## src/rtl/hack_pkg.sv

```systemverilog
// Shared widths and FSM state encoding for the 16-bit shift-add multiplier.
package hack_pkg;

    localparam int unsigned WORD_W = 16;
    localparam int unsigned ITER_W = $clog2(WORD_W);

    typedef enum logic [1:0] {
        IDLE = 2'd0,
        RUN  = 2'd1,
        DONE = 2'd2
    } mul_state_t;

endpackage

```

## src/rtl/mul_16_if.sv

```systemverilog
// Request/result bundle between a multiplier client (master) and mul_16 (slave).
interface mul_16_if;
    import hack_pkg::*;

    logic              start;
    logic [WORD_W-1:0] a;
    logic [WORD_W-1:0] b;
    logic              ready;
    logic              busy;
    logic              done;
    logic [WORD_W-1:0] out;

    modport master (
        output start, a, b,
        input  ready, busy, done, out
    );

    modport slave (
        input  start, a, b,
        output ready, busy, done, out
    );

endinterface

```

## src/rtl/mul_16_add.sv

```systemverilog
// 16-bit adder used for the accumulate step; carry-out is dropped (mod 2^16).
module add_16
    import hack_pkg::*;
(
    input  logic [WORD_W-1:0] i_a,
    input  logic [WORD_W-1:0] i_b,
    input  logic              i_cin,
    output logic [WORD_W-1:0] o_sum
);

    assign o_sum = i_a + i_b + WORD_W'(i_cin);

endmodule

```

## src/rtl/mul_16.sv

```systemverilog
// Sequential shift-add multiplier: one multiplier bit per RUN cycle, product mod 2^16.
module mul_16
    import hack_pkg::*;
#(
    parameter bit EARLY_EXIT = 1'b0
) (
    input  logic    clk,
    input  logic    reset,
    mul_16_if.slave bus
);

    mul_state_t        r_state;
    mul_state_t        w_next_state;
    logic [WORD_W-1:0] r_a;
    logic [WORD_W-1:0] r_b;
    logic [WORD_W-1:0] r_acc;
    logic [WORD_W-1:0] r_out;
    logic [ITER_W-1:0] r_iter;
    logic [WORD_W-1:0] w_pp;
    logic [WORD_W-1:0] w_sum;
    logic              w_last;

    assign w_pp = r_b[0] ? r_a : '0;

    add_16 u_add (
        .i_a   (r_acc),
        .i_b   (w_pp),
        .i_cin (1'b0),
        .o_sum (w_sum)
    );

    // Final iteration: counter wrap, or no multiplier bits left when exiting early.
    assign w_last = (r_iter == ITER_W'(WORD_W - 1)) ||
                    (EARLY_EXIT && ((r_b >> 1) == '0));

    always_comb begin
        w_next_state = r_state;
        case (r_state)
            IDLE:    if (bus.start) w_next_state = RUN;
            RUN:     if (w_last)    w_next_state = DONE;
            DONE:    w_next_state = IDLE;
            default: w_next_state = IDLE;
        endcase
    end

    always_ff @(posedge clk) begin
        if (reset) begin
            r_state <= IDLE;
            r_a     <= '0;
            r_b     <= '0;
            r_acc   <= '0;
            r_iter  <= '0;
            r_out   <= '0;
        end else begin
            r_state <= w_next_state;
            case (r_state)
                IDLE: begin
                    if (bus.start) begin
                        r_a    <= bus.a;
                        r_b    <= bus.b;
                        r_acc  <= '0;
                        r_iter <= '0;
                    end
                end
                RUN: begin
                    r_acc  <= w_sum;
                    r_a    <= r_a << 1;
                    r_b    <= r_b >> 1;
                    r_iter <= r_iter + ITER_W'(1);
                    if (w_last) r_out <= w_sum;
                end
                default: ;
            endcase
        end
    end

    assign bus.ready = (r_state == IDLE);
    assign bus.busy  = (r_state == RUN);
    assign bus.done  = (r_state == DONE);
    assign bus.out   = r_out;

endmodule

```

## src/flat_wrapper.sv

```systemverilog
// flat-port wrapper written by rule: the top's interface ports become plain ports
module mul_16_flat import hack_pkg::*;
#(
    parameter bit EARLY_EXIT = 1'b0
)
  (clk, reset, bus_start, bus_a, bus_b, bus_ready, bus_busy, bus_done, bus_out);
  mul_16_if bus_i ();
  input  logic clk;
  input  logic reset;
  input wire logic [$bits(bus_i.start)-1:0] bus_start;
  input wire logic [$bits(bus_i.a)-1:0] bus_a;
  input wire logic [$bits(bus_i.b)-1:0] bus_b;
  output wire logic [$bits(bus_i.ready)-1:0] bus_ready;
  output wire logic [$bits(bus_i.busy)-1:0] bus_busy;
  output wire logic [$bits(bus_i.done)-1:0] bus_done;
  output wire logic [$bits(bus_i.out)-1:0] bus_out;
  assign bus_i.start = bus_start;
  assign bus_i.a = bus_a;
  assign bus_i.b = bus_b;
  assign bus_ready = bus_i.ready;
  assign bus_busy = bus_i.busy;
  assign bus_done = bus_i.done;
  assign bus_out = bus_i.out;
  mul_16 #(.EARLY_EXIT(EARLY_EXIT)) u_core (.clk(clk), .reset(reset), .bus(bus_i));
endmodule
```

## config.mk

```make
export PLATFORM = sky130hd
export DESIGN_NAME = mul_16_flat
export DESIGN_NICKNAME = d
export VERILOG_FILES = /design/src/rtl/hack_pkg.sv /design/src/rtl/mul_16_if.sv /design/src/rtl/mul_16_add.sv /design/src/rtl/mul_16.sv /design/src/flat_wrapper.sv
export SDC_FILE = /design/constraint.sdc
export NUM_CORES = 1
export LEC_CHECK = 0
export ABC_CLOCK_PERIOD_IN_PS = 3500
export BUFFER_PORTS_ARGS = -buffer_cell sky130_fd_sc_hd__buf_2
export CAP_MARGIN = 5
export CELL_PAD_IN_SITES_DETAIL_PLACEMENT = 1
export CELL_PAD_IN_SITES_GLOBAL_PLACEMENT = 2
export CORE_MARGIN = 2
export CORE_UTILIZATION = 38
export DETAILED_ROUTE_END_ITERATION = 10
export GPL_TIMING_DRIVEN = 1
export MAX_ROUTING_LAYER = met4
export PLACE_DENSITY = 0.92
export SLEW_MARGIN = 15
export SYNTH_ARGS = -nofsm -noshare
export SYNTH_HDL_FRONTEND = slang
export SYNTH_SLANG_ARGS = --single-unit
```

## constraint.sdc

```tcl
create_clock -name clk -period 3.5 [get_ports clk]
set_input_delay 0.175 -clock clk [delete_from_list [all_inputs] [get_ports clk]]
set_output_delay 0.175 -clock clk [all_outputs]
set_load 0.1 [all_outputs]
```

## After elaboration in Yosys (flattened, before gate mapping)

Index checks and enable logic that the tools add are counted.

- Memory bits (writable): 0
- Bits in registers: 70
- Memories: 0
- Latch bits: 0
- Output and inout port bits: 19
- Bits in read-only memories: 0
- Bits of input ports: 35

- Mux-type cells: 12
- Divide/modulo/power cells: 0
- Multipliers: 0
- $add $sub $neg: 2
- Equality and inequality tests: 5
- Order comparisons: 0
- Shift-type cells: 0
- Bitwise logic cells: 0
- Reduce and logical (&&, ||, !) cells: 5

Operators by type and width:

| operator | number |
|---|---|
| one-hot mux 16 bit (2 select lines) | 3 |
| 2-to-1 mux 16 bit | 4 |
| adder 16 bit | 1 |
| one-hot mux 4 bit (2 select lines) | 1 |
| AND reduction 2 bit | 3 |
| adder 4 x 1 -> 4 bit, second input constant | 1 |
| equality test 4 bit, second input constant | 1 |
| 2-to-1 mux 2 bit | 2 |
| 2-to-1 mux 4 bit | 1 |
| one-hot mux 2 bit (2 select lines) | 1 |
| equality test 2 x 1 -> 1 bit, second input constant | 1 |
| equality test 2 bit, second input constant | 1 |
| logical NOT 2 bit | 1 |
| != test 2 x 1 -> 1 bit, second input constant | 1 |
| != test 2 bit, second input constant | 1 |
| nonzero test 2 bit | 1 |

## Longest topological paths before layout

Gate-level depths: netlist of run 1.

- Depth in word-level cells: 3
- Gate-level depth with buffers: 10
- Gate-level depth less buffers: 9

## By module

A second synthesis of run 1 with hierarchy kept.

- Cell total of the unflattened synthesis: 440
- Area total of the unflattened synthesis: 3846.2 um^2

By module, submodules not included:

| module | area each (um^2) | sequential area each (um^2) | times used | cells an instance |
|---|---|---|---|---|
| mul_16 | 3080.5 | 1401.3 | 1 | 341 |
| add_16 | 765.7 | 0.0 | 1 | 99 |

## Worst setup path before layout of run 1

OpenSTA, ideal clock, no wires.

- Path kind: register -> output
- From: reg u_core.r_state[1]
- To: out bus_done
- Path buffers: 2
- Setup slack: 1072 ps
- Cell stages (with the launch flop): 4
- Data arrival time: 2253 ps
- Cells stage by stage: dfxtp_1 > clkbuf_1 > clkbuf_1 > nor2b_1

- Word-level cells in the longest chain between the ends: 1

Ends and longest elaborated chain:

| item | RTL line | text |
|---|---|---|
| start: declaration | mul_16.sv:12 | `mul_state_t r_state;` |
| start signal: assignment | mul_16.sv:55 | `r_state <= w_next_state;` |
| equality test 2 bit | mul_16.sv:79 | `assign bus.done = (r_state == DONE);` |
| end: declaration | flat_wrapper.sv:15 | `output wire logic [$bits(bus_i.done)-1:0] bus_done;` |

Every way passes these cells.

## Worst setup path after layout of run 1

- From: reg u_core.r_b[0]
- To: reg u_core.r_out[10] (netlist: u_core.bus.out[10])

- Word-level cells in the longest chain between the ends: 2

Ends and longest elaborated chain:

| item | RTL line | text |
|---|---|---|
| start: declaration | mul_16.sv:15 | `logic [WORD_W-1:0] r_b;` |
| start signal: assignment | mul_16.sv:60 | `r_b <= bus.b;` |
| start signal: assignment | mul_16.sv:68 | `r_b <= r_b >> 1;` |
| 2-to-1 mux 16 bit | mul_16.sv:23 | `assign w_pp = r_b[0] ? r_a : '0;` |
| adder 16 bit | mul_16_add.sv:11 | `assign o_sum = i_a + i_b + WORD_W'(i_cin);` |
| end signal: assignment | mul_16.sv:70 | `if (w_last) r_out <= w_sum;` |
| end: declaration | mul_16.sv:17 | `logic [WORD_W-1:0] r_out;` |

Every way passes these cells.
A chain may end at the register's enable or synchronous reset.

==> impl_table.tex, run 1 <==
\begin{tabular}{lr}
\hline
Metric & Value \\
\hline
\multicolumn{2}{l}{\textbf{Clocking}} \\
\quad \# hold bufs at CTS & 0 \\
\quad Htree depth & 3 \\
\quad Clock transition at the register clock pins on the worst setup and hold paths after CTS & 0.08 ns \\
\quad Clock latency on the worst-skew pair & 0.34 ns \\
\quad Clock buffer count from CTS & 9 \\
\quad Gates resized, CTS repair & 0 \\
\quad Number of buffers on the longest clock path & 2 \\
\quad TritonCTS clock tree & done \\
\quad Root Driver & sky130\_fd\_sc\_hd\_\_clkbuf\_8 \\
\quad CTS sink count & 70 \\
\quad Post-CTS Setup Inserts & 0 \\
\multicolumn{2}{l}{\textbf{Timing}} \\
\quad Final setup fails & 0 \\
\quad Crit share post-route & 70.3\% \\
\quad Setup TNS & 0 ns \\
\quad Worst Clk Skew & 0.00886 ns \\
\quad Rel. slew slack & 43.8\% \\
\quad Unrepaired setup endpoints after global routing & false \\
\quad Final Max Tran Viols & 0 \\
\quad Final min period & 2.46 ns \\
\quad Maximum operating frequency & 407 MHz \\
\quad Number of failing hold endpoints at the final stage & 0 \\
\quad Transition time at the pin with the least slew margin & 0.842 ns \\
\quad Final-layout worst hold slack & 0.110 ns \\
\multicolumn{2}{l}{\textbf{Yosys}} \\
\quad Synthesized net count & 505 \\
\quad Most instantiated flip-flop cell in the synthesis netlist & sky130\_fd\_sc\_hd\_\_dfxtp\_1 \\
\quad Ys Warns & 0 \\
\quad Count of unique library cells instantiated by Yosys & 61 \\
\quad Sequential element share of the synthesized area & 35.7\% \\
\quad Post-synthesis instance area & 3930 um\^{}2 \\
\quad Count of flip-flops with a built-in enable after synthesis & 0 \\
\quad Mean instance size in the synthesized netlist & 8.67 um\^{}2 \\
\quad Number of synthesized register bits & 70 \\
\quad Share of synthesized flip-flops with an asynchronous set or reset & 0\% \\
\quad Mapped Cells & 453 \\
\multicolumn{2}{l}{\textbf{Finish}} \\
\quad Layout Area Growth over Synthesis & 12.6\% \\
\quad Post-Route Utilization & 43.4\% \\
\quad Antenna cells & 0 \\
\quad Nets@finish & 540 \\
\quad Ratio of cells with drive above 1 in the final layout & 25.2\% \\
\multicolumn{2}{l}{\textbf{Floorplan}} \\
\quad Vertical die dimension & 106 um \\
\quad Initial Utilization & 38.6\% \\
\quad Die width & 106 um \\
\quad Core area & 10200 um\^{}2 \\
\quad Die Footprint & 11200 um\^{}2 \\
\quad Top-level port count & 54 \\
\quad Number of cell rows & 37 \\
\multicolumn{2}{l}{\textbf{Status}} \\
\quad Run status & complete, no violations \\
\multicolumn{2}{l}{\textbf{Critical path}} \\
\quad Data required time of the worst path & 3.73 ns \\
\quad Category of the critical setup timing path & reg2reg \\
\quad Critical Path Sink Type & register \\
\quad Highest net fanout along the worst path & 17 \\
\quad Type of element launching the critical path & register \\
\quad Crit path arrival time & 2.69 ns \\
\multicolumn{2}{l}{\textbf{Placement}} \\
\quad Count of buffers inserted at the top-level ports & 53 \\
\quad Half-perimeter wire length after detailed placement & 7.20 mm \\
\quad GP Congestion & 0.868 \\
\multicolumn{2}{l}{\textbf{Route}} \\
\quad Vias/cell & 5.56 \\
\quad WL final & 10.4 mm \\
\quad Remaining number of nets flagged by the antenna check after routing & 0 \\
\quad Total DRC errors in the routed layout & 0 \\
\quad Number of design-rule violations left by the first detailed-router iteration & 113 \\
\quad Count of TritonRoute iterations in the first routing pass & 4 \\
\quad Total vias in the final route & 3489 \\
\quad DR WL/cell & 16.6 um \\
\multicolumn{2}{l}{\textbf{Global routing}} \\
\quad Vias in the first global route & 3498 \\
\quad Maximum number of pins on one net before global-route repair & 65 \\
\quad Grt ovf & 0 \\
\quad Total routing usage reported by global routing & 19.7\% \\
\quad First-pass GRT wire length & 17.4 mm \\
\quad Antenna violations before repair & 0 \\
\multicolumn{2}{l}{\textbf{Power}} \\
\quad Max IR drop VDD & 162 uV \\
\quad Leakage power total & 0.00191 uW \\
\quad Power density cells & 397 nW/um\^{}2 \\
\multicolumn{2}{l}{\textbf{Hold path}} \\
\quad Hold Crit Class & in2reg \\
\multicolumn{2}{l}{\textbf{Run}} \\
\quad Count of maximum capacitance violations & 0 \\
\hline
\end{tabular}
-- sequential cells by signal (all words and copies together) (netlist names) --
| signal | flops |
|---|---|
| u_core.r_state | 2 |
| u_core.r_iter | 4 |
| u_core.bus.out | 16 |
| u_core.r_acc | 16 |
| u_core.r_b | 16 |
| u_core.r_a | 16 |
-- layout by cell type (no fill, tap or decap), types with 3 or more instances in the layout --
cell type / count
sky130_fd_sc_hd__a211oi_1: 5
sky130_fd_sc_hd__a21o_1: 6
sky130_fd_sc_hd__a21oi_1: 50
sky130_fd_sc_hd__a21oi_2: 3
sky130_fd_sc_hd__a22o_1: 8
sky130_fd_sc_hd__a22oi_1: 3
sky130_fd_sc_hd__and2_1: 16
sky130_fd_sc_hd__buf_2: 53
sky130_fd_sc_hd__buf_4: 5
sky130_fd_sc_hd__clkbuf_8: 10
sky130_fd_sc_hd__dfxtp_1: 69
sky130_fd_sc_hd__ha_1: 16
sky130_fd_sc_hd__inv_1: 3
sky130_fd_sc_hd__nand2_1: 33
sky130_fd_sc_hd__nand3_1: 4
sky130_fd_sc_hd__nand4_1: 3
sky130_fd_sc_hd__nor2_1: 52
sky130_fd_sc_hd__nor2b_1: 31
sky130_fd_sc_hd__nor3_1: 3
sky130_fd_sc_hd__o211ai_1: 3
sky130_fd_sc_hd__o21ai_0: 6
sky130_fd_sc_hd__o21ai_1: 15
sky130_fd_sc_hd__o221a_2: 30
sky130_fd_sc_hd__or3_1: 3
sky130_fd_sc_hd__xnor2_1: 10
sky130_fd_sc_hd__xor2_1: 5
-- power by group --
part | internal (uW) | switching (uW)
clock network | 343 | 313
registers | 834 | 31.0
logic | 100 | 135
-- worst max-delay path, stage by stage, from the launching register on --
cell and delay (ns):
sky130_fd_sc_hd__dfxtp_1 0.45, sky130_fd_sc_hd__and2_1 0.23, sky130_fd_sc_hd__ha_1 0.22, sky130_fd_sc_hd__fa_1 0.43, sky130_fd_sc_hd__a21oi_2 0.18, sky130_fd_sc_hd__nand4b_4 0.17
sky130_fd_sc_hd__a21oi_4 0.08, sky130_fd_sc_hd__nor2b_4 0.17, sky130_fd_sc_hd__nor4_1 0.06, sky130_fd_sc_hd__a311o_1 0.34
-- area by class of cell --
type / count / area [um^2]
clock buffer: 11 / 141
fill: 1250 / 5770
tap: 136 / 170
timing repair buffer: 58 / 303
clock inverter: 4 / 47.5
multi-input combinational: 345 / 2340
inverter: 4 / 15.0
sequential: 70 / 1400
-- worst paths after layout --
kind                                         from  slack (ns)  cells past startpoint                  to
worst max-delay path                u_core.r_b[0]        1.04                      9  u_core.bus.out[10]
worst min-delay path                    bus_b[15]        0.11                      3      u_core.r_b[15]
worst max register to register      u_core.r_b[0]        1.04                      9  u_core.bus.out[10]
worst min register to register  u_core.bus.out[5]        0.46                      2   u_core.bus.out[5]
-- logic make-up after synthesis --
| group | after synthesis | share of synthesized area, % |
|---|---|---|
| DFF | 70 | 35.7 |
| adders and majority gates | 17 | 5.61 |
| muxes | 3 | 0.797 |
| buffers and inverters | 38 | 4.78 |
| AOI/OAI and AO/OA | 146 | 28.3 |
| xor gates and xnor gates | 15 | 3.35 |
| and+or+nand+nor | 164 | 21.5 |
-- per-layer routing --
metal | GRT usage (%) | up-vias | wire [um]
met5 | - | - | 0
met2 | 31.2 | 67 | 4790
met4 | 6.20 | 0 | 190
met3 | 3.22 | 16 | 326
li1 | - | 1696 | -
met1 | 25.8 | 1710 | 5100
-- stage by stage --
stage / area [um^2] / power, uW / instances / setup WS, ns
after floorplan: 3930 / 1050 / 453 / 1.07
after detailed placement: 4230 / 1120 / 613 / 1.05
after global placement: 4230 / 1110 / 613 / 1.14
after global routing: 4420 / 1850 / 628 / 0.871
final: 4420 / 1760 / 628 / 1.04
after CTS: 4420 / 1770 / 628 / 1.02
-- synthesized netlist by cell type, types with 5 or more instances --
master | n | area (um^2)
sky130_fd_sc_hd__clkbuf_1 | 20 | 75.1
sky130_fd_sc_hd__a21o_1 | 6 | 45.0
sky130_fd_sc_hd__nand2_1 | 33 | 124
sky130_fd_sc_hd__ha_1 | 16 | 200
sky130_fd_sc_hd__and2_1 | 16 | 100
sky130_fd_sc_hd__a22o_1 | 8 | 70.1
sky130_fd_sc_hd__nor2b_1 | 31 | 194
sky130_fd_sc_hd__a21oi_1 | 50 | 250
sky130_fd_sc_hd__o21ai_0 | 6 | 30.0
sky130_fd_sc_hd__xor2_1 | 5 | 43.8
sky130_fd_sc_hd__xnor2_1 | 10 | 87.6
sky130_fd_sc_hd__o221a_2 | 30 | 338
sky130_fd_sc_hd__dfxtp_1 | 70 | 1400
sky130_fd_sc_hd__nor2_1 | 53 | 199
sky130_fd_sc_hd__a211oi_1 | 5 | 37.5
sky130_fd_sc_hd__o21ai_1 | 15 | 75.1
sky130_fd_sc_hd__buf_2 | 7 | 35.0
(Power assumes the default switching activity.)
==> run 2: changes to the inputs <==
--- a/config.mk
+++ b/config.mk
@@ -5,17 +5,18 @@
 export SDC_FILE = /design/constraint.sdc
 export NUM_CORES = 1
 export LEC_CHECK = 0
-export ABC_CLOCK_PERIOD_IN_PS = 3500
+export ABC_AREA = 1
+export ABC_CLOCK_PERIOD_IN_PS = 2000
 export BUFFER_PORTS_ARGS = -buffer_cell sky130_fd_sc_hd__buf_2
 export CAP_MARGIN = 5
 export CELL_PAD_IN_SITES_DETAIL_PLACEMENT = 1
 export CELL_PAD_IN_SITES_GLOBAL_PLACEMENT = 2
 export CORE_MARGIN = 2
-export CORE_UTILIZATION = 38
+export CORE_UTILIZATION = 28
 export DETAILED_ROUTE_END_ITERATION = 10
 export GPL_TIMING_DRIVEN = 1
 export MAX_ROUTING_LAYER = met4
-export PLACE_DENSITY = 0.92
+export PLACE_DENSITY = 0.82
 export SLEW_MARGIN = 15
 export SYNTH_ARGS = -nofsm -noshare
 export SYNTH_HDL_FRONTEND = slang
==> constraint.sdc (replaced) <==
create_clock -name clk -period 2 [get_ports clk]
set_input_delay 0.1 -clock clk [delete_from_list [all_inputs] [get_ports clk]]
set_output_delay 0.1 -clock clk [all_outputs]
set_load 0.1 [all_outputs]
==> run 2 against run 1 <==
Net effect:
- worst setup slack worse by 1.0 ns
- utilization is 6.0 points lower
- via count grew 7.6%
==> impl_table.tex, run 2 <==
\begin{tabular}{lr}
\hline
Metric & Value \\
\hline
\multicolumn{2}{l}{\textbf{Placement}} \\
\quad Post-Place Setup Slack & -0.137 ns (-1.18 ns) \\
\quad Count of buffers inserted at the top-level ports & 53 (unchanged) \\
\quad Placed inst area & 4350 um\^{}2 (+2.9\%) \\
\quad GP Congestion & 0.829 (-4.5\%) \\
\quad Half-perimeter wire length after detailed placement & 8.28 mm (+15\%) \\
\multicolumn{2}{l}{\textbf{Critical path}} \\
\quad Data required time of the worst path & 2.25 ns (-1.48 ns) \\
\quad FF-to-FF path depth & 14 (+5) \\
\quad Crit path arrival time & 2.20 ns (-0.49 ns) \\
\quad Critical Path Sink Type & register \\
\quad Category of the critical setup timing path & reg2reg \\
\quad Highest net fanout along the worst path & 7 (-10) \\
\quad Type of element launching the critical path & register \\
\multicolumn{2}{l}{\textbf{Yosys}} \\
\quad Number of synthesized register bits & 70 (unchanged) \\
\quad Cell with the most instances after synthesis & sky130\_fd\_sc\_hd\_\_nand2\_1 \\
\quad Most frequent cells after synthesis & sky130\_fd\_sc\_hd\_\_nand2\_1 (221), sky130\_fd\_sc\_hd\_\_inv\_1 (91), sky130\_fd\_sc\_hd\_\_dfxtp\_1 (70) \\
\quad Mean instance size in the synthesized netlist & 6.56 um\^{}2 (-24\%) \\
\quad Mapped Cells & 572 (+26\%) \\
\quad Synthesized net count & 624 (+24\%) \\
\quad Count of unique library cells instantiated by Yosys & 33 (-46\%) \\
\quad Sequential element share of the synthesized area & 37.3\% (+1.7 points) \\
\quad Count of flip-flops with a built-in enable after synthesis & 0 (unchanged) \\
\quad Cells taking the most area after synthesis & sky130\_fd\_sc\_hd\_\_dfxtp\_1 (37\%), sky130\_fd\_sc\_hd\_\_nand2\_1 (22\%), sky130\_fd\_sc\_hd\_\_inv\_1 (9.1\%) \\
\quad Ys Warns & 0 (unchanged) \\
\quad Post-synthesis cell type with the largest combined area & sky130\_fd\_sc\_hd\_\_dfxtp\_1 \\
\quad Most instantiated flip-flop cell in the synthesis netlist & sky130\_fd\_sc\_hd\_\_dfxtp\_1 \\
\quad Share of synthesized flip-flops with an asynchronous set or reset & 0\% (unchanged) \\
\quad Post-synthesis instance area & 3750 um\^{}2 (-4.4\%) \\
\quad Proportion of netlist area held by the largest area contributor & 37.3\% (+1.7 points) \\
\multicolumn{2}{l}{\textbf{Power}} \\
\quad Max IR drop VDD & 402 uV (+150\%) \\
\quad Clock power frac & 46.9\% (+9.6 points) \\
\quad Internal & 2570 uW (+100\%) \\
\quad Leakage power total & 0.00257 uW (+34\%) \\
\quad Sequential share of power & 42.4\% (-6.9 points) \\
\quad Overall power & 3510 uW (+100\%) \\
\quad Power density cells & 711 nW/um\^{}2 (+79\%) \\
\quad Proportion of power drawn by combinational gates & 10.7\% (-2.7 points) \\
\quad Switching pwr & 938 uW (+96\%) \\
\quad Fraction of power spent switching nets & 26.7\% (-0.52 points) \\
\multicolumn{2}{l}{\textbf{Clocking}} \\
\quad CTS sink count & 70 (unchanged) \\
\quad \# hold bufs at CTS & 0 (unchanged) \\
\quad Clock transition at the register clock pins on the worst setup and hold paths after CTS & 0.06 ns (-0.02 ns) \\
\quad Clock buffer count from CTS & 9 (unchanged) \\
\quad Clock latency on the worst-skew pair & 0.35 ns (about the same) \\
\quad Number of buffers on the longest clock path & 2 (unchanged) \\
\quad Htree depth & 3 (unchanged) \\
\quad TritonCTS clock tree & done \\
\quad Root Driver & sky130\_fd\_sc\_hd\_\_clkbuf\_16 \\
\multicolumn{2}{l}{\textbf{Timing}} \\
\quad Final setup fails & 0 (unchanged) \\
\quad Transition time at the pin with the least slew margin & 0.513 ns (-0.328 ns) \\
\quad Worst Clk Skew & 0.0118 ns (+0.00294 ns) \\
\quad Rel. slew slack & 65.7\% (+22 points) \\
\quad Maximum operating frequency & 511 MHz (+26\%) \\
\quad Final min period & 1.96 ns (-0.501 ns) \\
\quad Number of failing hold endpoints at the final stage & 0 (unchanged) \\
\quad Final setup margin & 0.0419 ns (-0.999 ns) \\
\quad Crit share post-route & 97.9\% (+28 points) \\
\quad Final-layout worst hold slack & 0.0287 ns (-0.0817 ns) \\
\quad Final Max Tran Viols & 0 (unchanged) \\
\multicolumn{2}{l}{\textbf{Global routing}} \\
\quad Grt ovf & 0 (unchanged) \\
\quad Total routing usage reported by global routing & 17.4\% (-2.3 points) \\
\quad Vias in the first global route & 3915 (+12\%) \\
\quad First-pass GRT wire length & 19.1 mm (+9.9\%) \\
\quad Maximum number of pins on one net before global-route repair & 34 (-48\%) \\
\quad Antenna violations before repair & 0 (unchanged) \\
\multicolumn{2}{l}{\textbf{Route}} \\
\quad WL final & 11.8 mm (+13\%) \\
\quad Total vias in the final route & 3755 (+7.6\%) \\
\quad Total DRC errors in the routed layout & 0 (unchanged) \\
\quad Count of TritonRoute iterations in the first routing pass & 5 (+1) \\
\quad Vias/cell & 4.54 (-18\%) \\
\quad Remaining number of nets flagged by the antenna check after routing & 0 (unchanged) \\
\quad DR WL/cell & 14.3 um (-14\%) \\
\quad Number of design-rule violations left by the first detailed-router iteration & 139 (+23\%) \\
\multicolumn{2}{l}{\textbf{Finish}} \\
\quad Layout Area Growth over Synthesis & 31.5\% \\
\quad Most common cell after layout, fill and taps aside & sky130\_fd\_sc\_hd\_\_nand2\_1 \\
\quad Ratio of cells with drive above 1 in the final layout & 24.1\% (-1.1 points) \\
\quad Antenna cells & 0 (unchanged) \\
\quad Area of all placed cells without fillers & 4930 um\^{}2 (+12\%) \\
\quad Commonest cells after routing, fill and taps aside & sky130\_fd\_sc\_hd\_\_nand2\_1 (206), sky130\_fd\_sc\_hd\_\_inv\_1 (87), sky130\_fd\_sc\_hd\_\_dfxtp\_1 (69) \\
\quad Nets@finish & 699 (+29\%) \\
\multicolumn{2}{l}{\textbf{Floorplan}} \\
\quad Die width & 120 um (+13\%) \\
\quad Core area & 13200 um\^{}2 (+30\%) \\
\quad Number of cell rows & 42 (+14\%) \\
\quad Die Footprint & 14300 um\^{}2 (+29\%) \\
\quad Initial Utilization & 28.4\% (-10 points) \\
\quad Top-level port count & 54 (unchanged) \\
\quad Vertical die dimension & 120 um (+13\%) \\
\multicolumn{2}{l}{\textbf{Hold path}} \\
\quad Hold path cells & 5 (+2) \\
\quad Hold Crit Class & in2reg \\
\multicolumn{2}{l}{\textbf{Run}} \\
\quad Count of maximum capacitance violations & 0 (unchanged) \\
\multicolumn{2}{l}{\textbf{Status}} \\
\quad Run status & complete, no violations \\
\hline
\end{tabular}
==> run 2: what timing repair did <==
item / 4_1_cts / 5_1_grt
pin swaps: 2 / 13
setup endpoints to repair: 14 / 19
endpoints found under the hold margin: 0 / 0
setup buffers: 3 / 2
resized for setup: 5 / 51
==> run 2: power groups by stage <==
stage / Combinational [uW] / Sequential [uW] / Clock, uW
floorplan: 248 / 1500 / 0
finish: 375 / 1490 / 1650
detailed placement: 360 / 1520 / 0
CTS: 366 / 1490 / 1700
global placement: 349 / 1520 / 0
global route: 425 / 1500 / 1750
==> run 2: final cells by class <==
cell class                 count  area [um^2]
fill                        1695         8260
multi-input combinational    387         2140
sequential                    70         1410
timing repair buffer          84          514
inverter                      95          357
clock buffer                  10          239
tap                          176          220
clock inverter                 5         58.8
==> run 2: critical path, stage by stage, from the launching register on <==
cell	delay, ns
sky130_fd_sc_hd__dfxtp_4	0.37
sky130_fd_sc_hd__buf_4	0.16
sky130_fd_sc_hd__nand2_1	0.07
sky130_fd_sc_hd__inv_1	0.04
sky130_fd_sc_hd__ha_1	0.33
sky130_fd_sc_hd__nand2_1	0.16
sky130_fd_sc_hd__inv_1	0.06
sky130_fd_sc_hd__nand2_1	0.08
sky130_fd_sc_hd__nand2_1	0.06
sky130_fd_sc_hd__a21oi_2	0.19
sky130_fd_sc_hd__nand2_2	0.08
sky130_fd_sc_hd__nand2_2	0.07
sky130_fd_sc_hd__nand3_1	0.08
sky130_fd_sc_hd__nand2_1	0.07
sky130_fd_sc_hd__inv_1	0.03
==> run 2: per-layer routing <==
layer	vias up	wire length, um	global-route usage [%]
met5	-	0	-
met4	0	238	5.44
met3	20	323	3.47
met2	50	5700	29.7
met1	1759	5520	20.6
li1	1926	-	-
==> run 2: final timing paths <==
| check | to | from | slack, ns |
|---|---|---|---|
| max reg2reg | u_core.bus.out[15] | u_core.r_b[0] | 0.04 |
| max | u_core.bus.out[15] | u_core.r_b[0] | 0.04 |
| min reg2reg | u_core.r_b[10] | u_core.r_b[10] | 0.47 |
| min | u_core.r_b[8] | bus_b[8] | 0.03 |
==> run 2: through the flow <==
| stage | std cells | util [%] | setup TNS [ns] |
|---|---|---|---|
| 6_report | 827 | 37.4 | 0 |
| 5_1_grt | 827 | 37.4 | -0.286 |
| 4_1_cts | 825 | 35.5 | 0 |
| 3_5_place_dp | 807 | 33.0 | -1.06 |
| 3_3_place_gp | 807 | 33.0 | -0.335 |
| 2_1_floorplan | 572 | - | 0 |
==> run 2: cells by family (layout without fill, tap and decap cells) <==
family	count (synthesis)	after routing	share of synthesized area, %
XOR/XNOR	8	8	1.87
adder cells (fa/ha/maj)	17	17	5.87
flip-flops	70	70	37.3
AND/OR/NAND/NOR	285	285	30.2
buffers and inverters	115	194	12.0
AO/OA/AOI/OAI	77	77	12.6
